File: config.mk
export PLATFORM = sky130hd
export DESIGN_NAME = mem_access_stage
export DESIGN_NICKNAME = d
export VERILOG_FILES = /design/src/rtl/mem_access_stage.sv
export SDC_FILE = /design/constraint.sdc
export NUM_CORES = 1
export LEC_CHECK = 0
export ABC_AREA = 1
export CELL_PAD_IN_SITES_DETAIL_PLACEMENT = 1
export CELL_PAD_IN_SITES_GLOBAL_PLACEMENT = 2
export CORE_ASPECT_RATIO = 0.6
export CORE_MARGIN = 2
export CORE_UTILIZATION = 27
export DETAILED_ROUTE_END_ITERATION = 12
export MAX_ROUTING_LAYER = met4
export PLACE_DENSITY_LB_ADDON = 0.1
export SLEW_MARGIN = 20
export SYNTH_ARGS = -nofsm -noshare
export SYNTH_HDL_FRONTEND = slang
export SYNTH_SLANG_ARGS = --single-unit
export TNS_END_PERCENT = 20
File: constraint.sdc
create_clock -name clk -period 4.87 [get_ports clk]
set_input_delay 1.461 -clock clk [delete_from_list [all_inputs] [get_ports clk]]
set_output_delay 1.461 -clock clk [all_outputs]
set_load 0.05 [all_outputs]
File: src/rtl/mem_access_stage.sv
// MEM pipeline stage: runs the data-memory req/ack handshake for loads and stores,
// steers byte lanes, sign/zero-extends load data and registers the writeback packet.
module mem_access_stage (
    input  logic        clk,
    input  logic        rst_n,
    input  logic        s_flag_i,
    input  logic [31:0] result_i,
    input  logic [31:0] store_data_i,
    input  logic [4:0]  rd_i,
    input  logic        wb_en_i,
    input  logic        read_en_i,
    input  logic        update_en_i,
    input  logic [2:0]  size_i,
    output logic        dmem_req_o,
    output logic        dmem_we_o,
    output logic [31:0] dmem_addr_o,
    output logic [31:0] dmem_wdata_o,
    output logic [3:0]  dmem_wstrb_o,
    input  logic        dmem_ack_i,
    input  logic [31:0] dmem_rdata_i,
    output logic        mem_stall_o,
    output logic        misalign_o,
    output logic [31:0] wb_data_o,
    output logic [4:0]  rd_o,
    output logic        wb_en_o,
    output logic        s_flag_o
);
    localparam int NUM_LANES = 4;

    typedef enum logic {S_IDLE, S_WAIT} state_t;

    typedef struct packed {
        logic [31:0] addr;
        logic        we;
        logic [31:0] wdata;
        logic [3:0]  wstrb;
        logic [4:0]  rd;
        logic [2:0]  size;
        logic [1:0]  lane;
        logic        wb_en;
    } mem_req_t;

    state_t   state, state_nxt;
    mem_req_t req_q, req_d;
    logic     mem_op, is_store, misaligned, start_op, misalign_op;
    logic [NUM_LANES-1:0][7:0] st_lanes;
    logic [NUM_LANES-1:0]      st_strb;
    logic [31:0] ld_shift, ld_data;

    // A valid slot with both enables set is a store.
    assign mem_op   = !s_flag_i && (read_en_i || update_en_i);
    assign is_store = update_en_i;

    always_comb begin
        misaligned = 1'b0;
        case (size_i[1:0])
            2'b01:   misaligned = result_i[0];
            2'b10:   misaligned = |result_i[1:0];
            default: misaligned = 1'b0;
        endcase
    end

    assign start_op    = (state == S_IDLE) && mem_op && !misaligned;
    assign misalign_op = (state == S_IDLE) && mem_op && misaligned;

    // Store steering: replicate the datum into every lane, strobe only the addressed ones.
    for (genvar g = 0; g < NUM_LANES; g++) begin : g_lane
        localparam int HLO = 8 * (g % 2);
        assign st_lanes[g] = (size_i[1:0] == 2'b00) ? store_data_i[7:0] :
                             (size_i[1:0] == 2'b01) ? store_data_i[HLO +: 8] :
                                                      store_data_i[8*g +: 8];
        assign st_strb[g]  = is_store &
                             ((size_i[1:0] == 2'b00) ? (result_i[1:0] == 2'(g)) :
                              (size_i[1:0] == 2'b01) ? (result_i[1] == (g >= 2)) :
                                                       1'b1);
    end

    always_comb begin
        req_d       = '0;
        req_d.addr  = {result_i[31:2], 2'b00};
        req_d.we    = is_store;
        req_d.wdata = st_lanes;
        req_d.wstrb = st_strb;
        req_d.rd    = rd_i;
        req_d.size  = size_i;
        req_d.lane  = result_i[1:0];
        req_d.wb_en = wb_en_i;
    end

    assign ld_shift = dmem_rdata_i >> {req_q.lane, 3'b000};

    always_comb begin
        case (req_q.size)
            3'b000:  ld_data = {{24{ld_shift[7]}}, ld_shift[7:0]};
            3'b001:  ld_data = {{16{ld_shift[15]}}, ld_shift[15:0]};
            3'b100:  ld_data = {24'h0, ld_shift[7:0]};
            3'b101:  ld_data = {16'h0, ld_shift[15:0]};
            default: ld_data = dmem_rdata_i;
        endcase
    end

    always_ff @(posedge clk or negedge rst_n) begin
        if (!rst_n) state <= S_IDLE;
        else        state <= state_nxt;
    end

    always_comb begin
        state_nxt = state;
        case (state)
            S_IDLE:  if (start_op)   state_nxt = S_WAIT;
            S_WAIT:  if (dmem_ack_i) state_nxt = S_IDLE;
            default: state_nxt = S_IDLE;
        endcase
    end

    always_comb begin
        dmem_req_o  = (state == S_WAIT);
        mem_stall_o = start_op || ((state == S_WAIT) && !dmem_ack_i);
    end

    // The latched request drives the memory port so it stays stable while the FSM waits.
    assign dmem_we_o    = req_q.we;
    assign dmem_addr_o  = req_q.addr;
    assign dmem_wdata_o = req_q.wdata;
    assign dmem_wstrb_o = req_q.wstrb;

    always_ff @(posedge clk or negedge rst_n) begin
        if (!rst_n) begin
            req_q      <= '0;
            misalign_o <= 1'b0;
            wb_data_o  <= '0;
            rd_o       <= '0;
            wb_en_o    <= 1'b0;
            s_flag_o   <= 1'b1;
        end else begin
            misalign_o <= misalign_op;
            if (start_op) req_q <= req_d;
            case (state)
                S_IDLE: begin
                    if (mem_op) begin
                        wb_data_o <= '0;
                        rd_o      <= rd_i;
                        wb_en_o   <= 1'b0;
                        s_flag_o  <= 1'b1;
                    end else begin
                        wb_data_o <= result_i;
                        rd_o      <= rd_i;
                        wb_en_o   <= wb_en_i;
                        s_flag_o  <= s_flag_i;
                    end
                end
                S_WAIT: begin
                    if (dmem_ack_i) begin
                        rd_o     <= req_q.rd;
                        s_flag_o <= 1'b0;
                        if (req_q.we) begin
                            wb_data_o <= '0;
                            wb_en_o   <= 1'b0;
                        end else begin
                            wb_data_o <= ld_data;
                            wb_en_o   <= req_q.wb_en;
                        end
                    end else begin
                        wb_en_o  <= 1'b0;
                        s_flag_o <= 1'b1;
                    end
                end
                default: ;
            endcase
        end
    end
endmodule

# Yosys cells after proc, flatten, opt, wreduce, memory -nomap -nowiden
# Cells that the tools add are included.
dict set report word_totals {
  elab_cells 72
  inputBits 111
  output_inout_bits 111
  ff_bits 119
}
dict set report op_classes {
  shifts 1
  bitwise 6
  n_reduce_logical 14
  eq_ne 9
  n_mux 28
}
# cell n
set ops {}
lappend ops {{one-hot mux 32 bit (4 select lines)} 1}
lappend ops {{two-way mux 32 bit} 3}
lappend ops {{one-hot mux 32 bit (2 select lines)} 1}
lappend ops {{two-way mux 8 bit} 5}
lappend ops {{>> shifter 32 x 5 -> 16 bit} 1}
lappend ops {{two-way mux 1 bit} 12}
lappend ops {{one-hot mux 5 bit (2 select lines)} 1}
lappend ops {{one-hot mux 1 bit (2 select lines)} 4}
lappend ops {{== test 2 bit (second input constant)} 3}
lappend ops {{== test 3 bit (second input constant)} 2}
lappend ops {{logical AND 1 bit} 5}
lappend ops {{two-way mux 5 bit} 1}
lappend ops {{AND 1 bit} 4}
lappend ops {{== test 2 x 1 -> 1 bit (second input constant)} 2}
lappend ops {{logical NOT 2 bit} 2}
lappend ops {{== test 3 x 1 -> 1 bit (second input constant)} 1}
lappend ops {{logical NOT 1 bit} 3}
lappend ops {{logical NOT 3 bit} 1}
lappend ops {{logical OR 1 bit} 2}
lappend ops {{!= test 2 bit (second input constant)} 1}
lappend ops {{NOT 1 bit} 2}
lappend ops {{OR reduction 2 bit} 1}

# Depth between registers and ports, before layout
dict set report logic_depth {
  depth_word 6
  ltp_mapped 11
}

# Worst setup path before layout
# Ideal clock, no wire load.
dict set report synth_path {
  kind {input -> output}
  from {input port size_i[1]}
  to {output port mem_stall_o}
  setup_slack_ps 611
  arrival_time_ps 2798
  cell_stages 9
  n_path_buf 3
  cell_sequence {inv_1 ha_1 buf_4 a21oi_1 nand3b_1 nand3_1 buf_2 buf_2 nand2_1}
}
dict set report synth_via {
  elab_chain_cells 5
  word_cells_on_any_way 6
  classes_between {eq/ne: 2; mux: 1; reduce/logical: 3}
}
# item line_no
set synth_lines {}
lappend synth_lines {{start: declaration} 13} ;# input logic [2:0] size_i,
lappend synth_lines {{== test 2 bit / == test 2 x 1 -> 1 bit (equally long branches)} 56} ;# case (size_i[1:0])
lappend synth_lines {{one-hot mux 1 bit (2 select lines) (*)} 56}
lappend synth_lines {{logical NOT 1 bit (*)} 63} ;# assign start_op = (state == S_IDLE) && mem_op && !misaligned;
lappend synth_lines {{logical AND 1 bit (*)} 63}
lappend synth_lines {{logical OR 1 bit (*)} 118} ;# mem_stall_o = start_op || ((state == S_WAIT) && !dmem_ack_i);
lappend synth_lines {{end: declaration} 21} ;# output logic mem_stall_o,
# Mark *: on every way between the ends. The rest lies on a longest branch, timed or not.

# Worst setup path in the final report
# Same ends and word-level chain as after synthesis.

==> impl_metrics.py <==
metrics = {
    "clocking": {
        "clockRootBuffer": "clkbuf_16",
        "cts_max_level": 4,
        "cts_tree": "done",
        "post_cts_resized": 0,
        "cts.sinks": 119,
        "cts_hold_buffers": 0,
        "numCtsBuffers": 17,
        "clkTransAtPathRegs_ps": 60,
        "clock_latency_ps": 420,
        "cts_buffer_depth": 2,
        "post-cts-setup-buffers": 0,
    },
    "placed_design": {
        "place_area_mm2": 0.00846,
        "gp_congestion": 0.756,
        "io_buffers": 219,
        "placedCellCount": 1304,
        "dp_hpwl_um": 16800,
        "pre_cts_slack_ps": 320,
    },
    "finish": {
        "final_cell_area_mm2": 0.00905,
        "fin_cells": 1336,
        "regArea_mm2": 0.00298,
        "nFillCells": 2898,
        "drive_above_1_share": 0.0542,
        "multi_input_area_mm2": 0.00249,
        "final_common_cell": "nand2_1",
        "synthToLayoutAreaGrowth_pct": 38.6,
        "nets": 1115,
        "final_core_util": 0.378,
        "layout_common_cells": "nand2_1 (261), clkdlybuf4s50_1 (217), dfrtp_1 (118)",
        "diodes": 0,
    },
    "critical_path": {
        "cp_slowest_cell": "clkdlybuf4s50_1",
        "worstRegToRegCells": 5,
        "cp_cell_sequence": "clkdlybuf4s50_1, inv_1, ha_1, a21oi_1, nand3b_1, nand3_4, nand2_1, buf_12",
        "r2r_slack_ps": 2320,
        "crit_required_ps": 3410,
        "r2r-end": "wb_data_o[0]",
        "crit_buf_inv": 3,
        "crit_type": "in2out",
        "crit_fanout": 3,
        "slowest_delay_ps": 500,
        "worstSetupEndpoint": "mem_stall_o",
        "path_depth": 8,
        "startpoint": "size_i[1]",
        "crit_family": "buffers and inverters",
        "startpoint_type": "input pin",
        "worstPathArrival_ps": 3060,
        "r2r_start": "req_q[4]",
        "endpoint_kind": "primary output",
    },
    "yosys": {
        "ys_types": 32,
        "synth_warnings": 0,
        "seq_area_frac_synth": 0.456,
        "synth.cell_area_mm2": 0.00653,
        "syn_inst": 866,
        "syn-mean-instance-area_um2": 7.54,
        "ys_ff_latch": 119,
    },
    "power_and_ir_drop": {
        "leakage_nw": 4.24,
        "power_density_mw_per_mm2": 531,
        "peakVddDrop_mv": 0.269,
        "p_total_mw": 4.80,
    },
    "floorplan": {
        "initial_utilization": 0.273,
        "core-area_mm2": 0.0239,
        "die_w_um": 205,
        "dieArea_mm2": 0.0255,
        "fp-row-count": 44,
        "die_height_um": 124,
        "pin_count": 222,
    },
    "worst_hold_path": {
        "hold_depth": 2,
        "hold_path.class": "reg2reg",
    },
    "timing": {
        "finalHoldViolations": 0,
        "tns_ps": 0,
        "setup_viol": 0,
        "maxSlewViolCount": 0,
        "worst_pin_slew_ps": 995,
        "fin_crit_sh": 0.929,
        "fmax_mhz": 221,
        "skew_ps": 8.16,
        "worst_slack_ps": 346,
        "maxSlewHeadroom": 0.337,
        "layout_min_cycle_time_ps": 4520,
        "holdWs_ps": 481,
        "rsz0062_at_grt": "no",
    },
    "routing": {
        "drt-total-wl_um": 22700,
        "vias_per_cell": 4.40,
        "wl_per_cell_um": 17.0,
        "route.detailed.drc": 0,
        "route.vias.total": 5880,
        "drtIter0Drc": 239,
        "drtPass1Iterations": 4,
        "postRouteAntennaNets": 0,
    },
    "outcome": {
        "status": "complete, no violations",
    },
    "global_routing": {
        "antenna_found_initial": 0,
        "overflow": 0,
        "grt_max_degree": 112,
        "grt_pass1_vias": 6293,
        "grt_pass1_wl_um": 35800,
        "grt_usage": 0.189,
    },
    "flow_run": {
        "maxCapViolations": 0,
    },
}
how the worst min path moves through the flow:
stage / from / to
after global routing: dmem_addr_o[25] / dmem_addr_o[25]
after CTS: req_q[7] / req_q[7]
after detailed placement: req_q[7] / req_q[7]
after global placement: req_q[7] / req_q[7]
after floorplan: req_q[10] / req_q[10]
final: dmem_addr_o[12] / dmem_addr_o[12]
cell families after synthesis:
family | after synthesis | synth area share
and+or+nand+nor | 351 | 0.213
AOI/OAI and AO/OA | 197 | 0.159
buffers and inverters | 195 | 0.166
DFF | 119 | 0.456
adders and majority gates | 3 | 0.00575
other | 1 | 0.000574
power by group:
group          internal [mW]  leakage (nW)  switching (mW)
Combinational          0.663          2.47            1.41
Clock                  0.828         0.295           0.477
Sequential              1.24          1.48           0.189
worst min-delay path: cells and delay by family (launching register included):
family | cells | cell delay (ps)
and+or+nand+nor | 2 | 100
DFF | 1 | 340
synthesized netlist by cell type:
cell        n  area (um2)
a21boi_0    8        60.1
a21oi_1    87         435
a21oi_2     2        17.5
buf_1       1        3.75
buf_2      22         110
buf_4      72         541
buf_6       6        67.6
clkbuf_1   11        41.3
clkinv_2    1        5.00
conb_1      1        3.75
dfrtp_1   118        2950
dfstp_2     1        26.3
ha_1        3        37.5
inv_1      77         289
inv_2       3        11.3
inv_4       2        12.5
nand2_1   261         980
nand2_4     1        11.3
nand3_1    19        95.1
nand3_2     1        10.0
nand3_4     1        17.5
nand3b_1    1        7.51
nor2_1     62         233
nor2_2      2        12.5
nor2_4      1        11.3
nor3_1      1        5.00
o211ai_1    1        7.51
o21a_1      8        60.1
o21ai_0    88         440
o21ai_1     2        10.0
o31ai_1     1        7.51
or2_1       1        6.26
metal layers:
metal / global-route usage / up-vias / wire, um
met5: - / - / 0
met4: 0.0460 / 0 / 201
met3: 0.0521 / 14 / 1390
met2: 0.256 / 127 / 9440
met1: 0.275 / 2819 / 11700
li1: - / 2920 / -
final cells by class:
cell class / instances / share of cell area
Clock buffer: 23 / 0.0517
Clock inverter: 9 / 0.0137
Inverter: 83 / 0.0351
Multi-Input combinational cell: 553 / 0.275
Sequential cell: 119 / 0.329
Tap cell: 322 / 0.0445
Timing Repair Buffer: 227 / 0.250
registers in the layout, indices dropped and copies added (netlist names):
signal and count:
dmem_we_o 1, dmem_wstrb_o 4, req_q 11, rd_o 5, misalign_o 1, s_flag_o 1
dmem_wdata_o 32, wb_data_o 32, wb_en_o 1, dmem_addr_o 30, dmem_req_o 1
No activity file was read; power rests on OpenSTA's default activity.
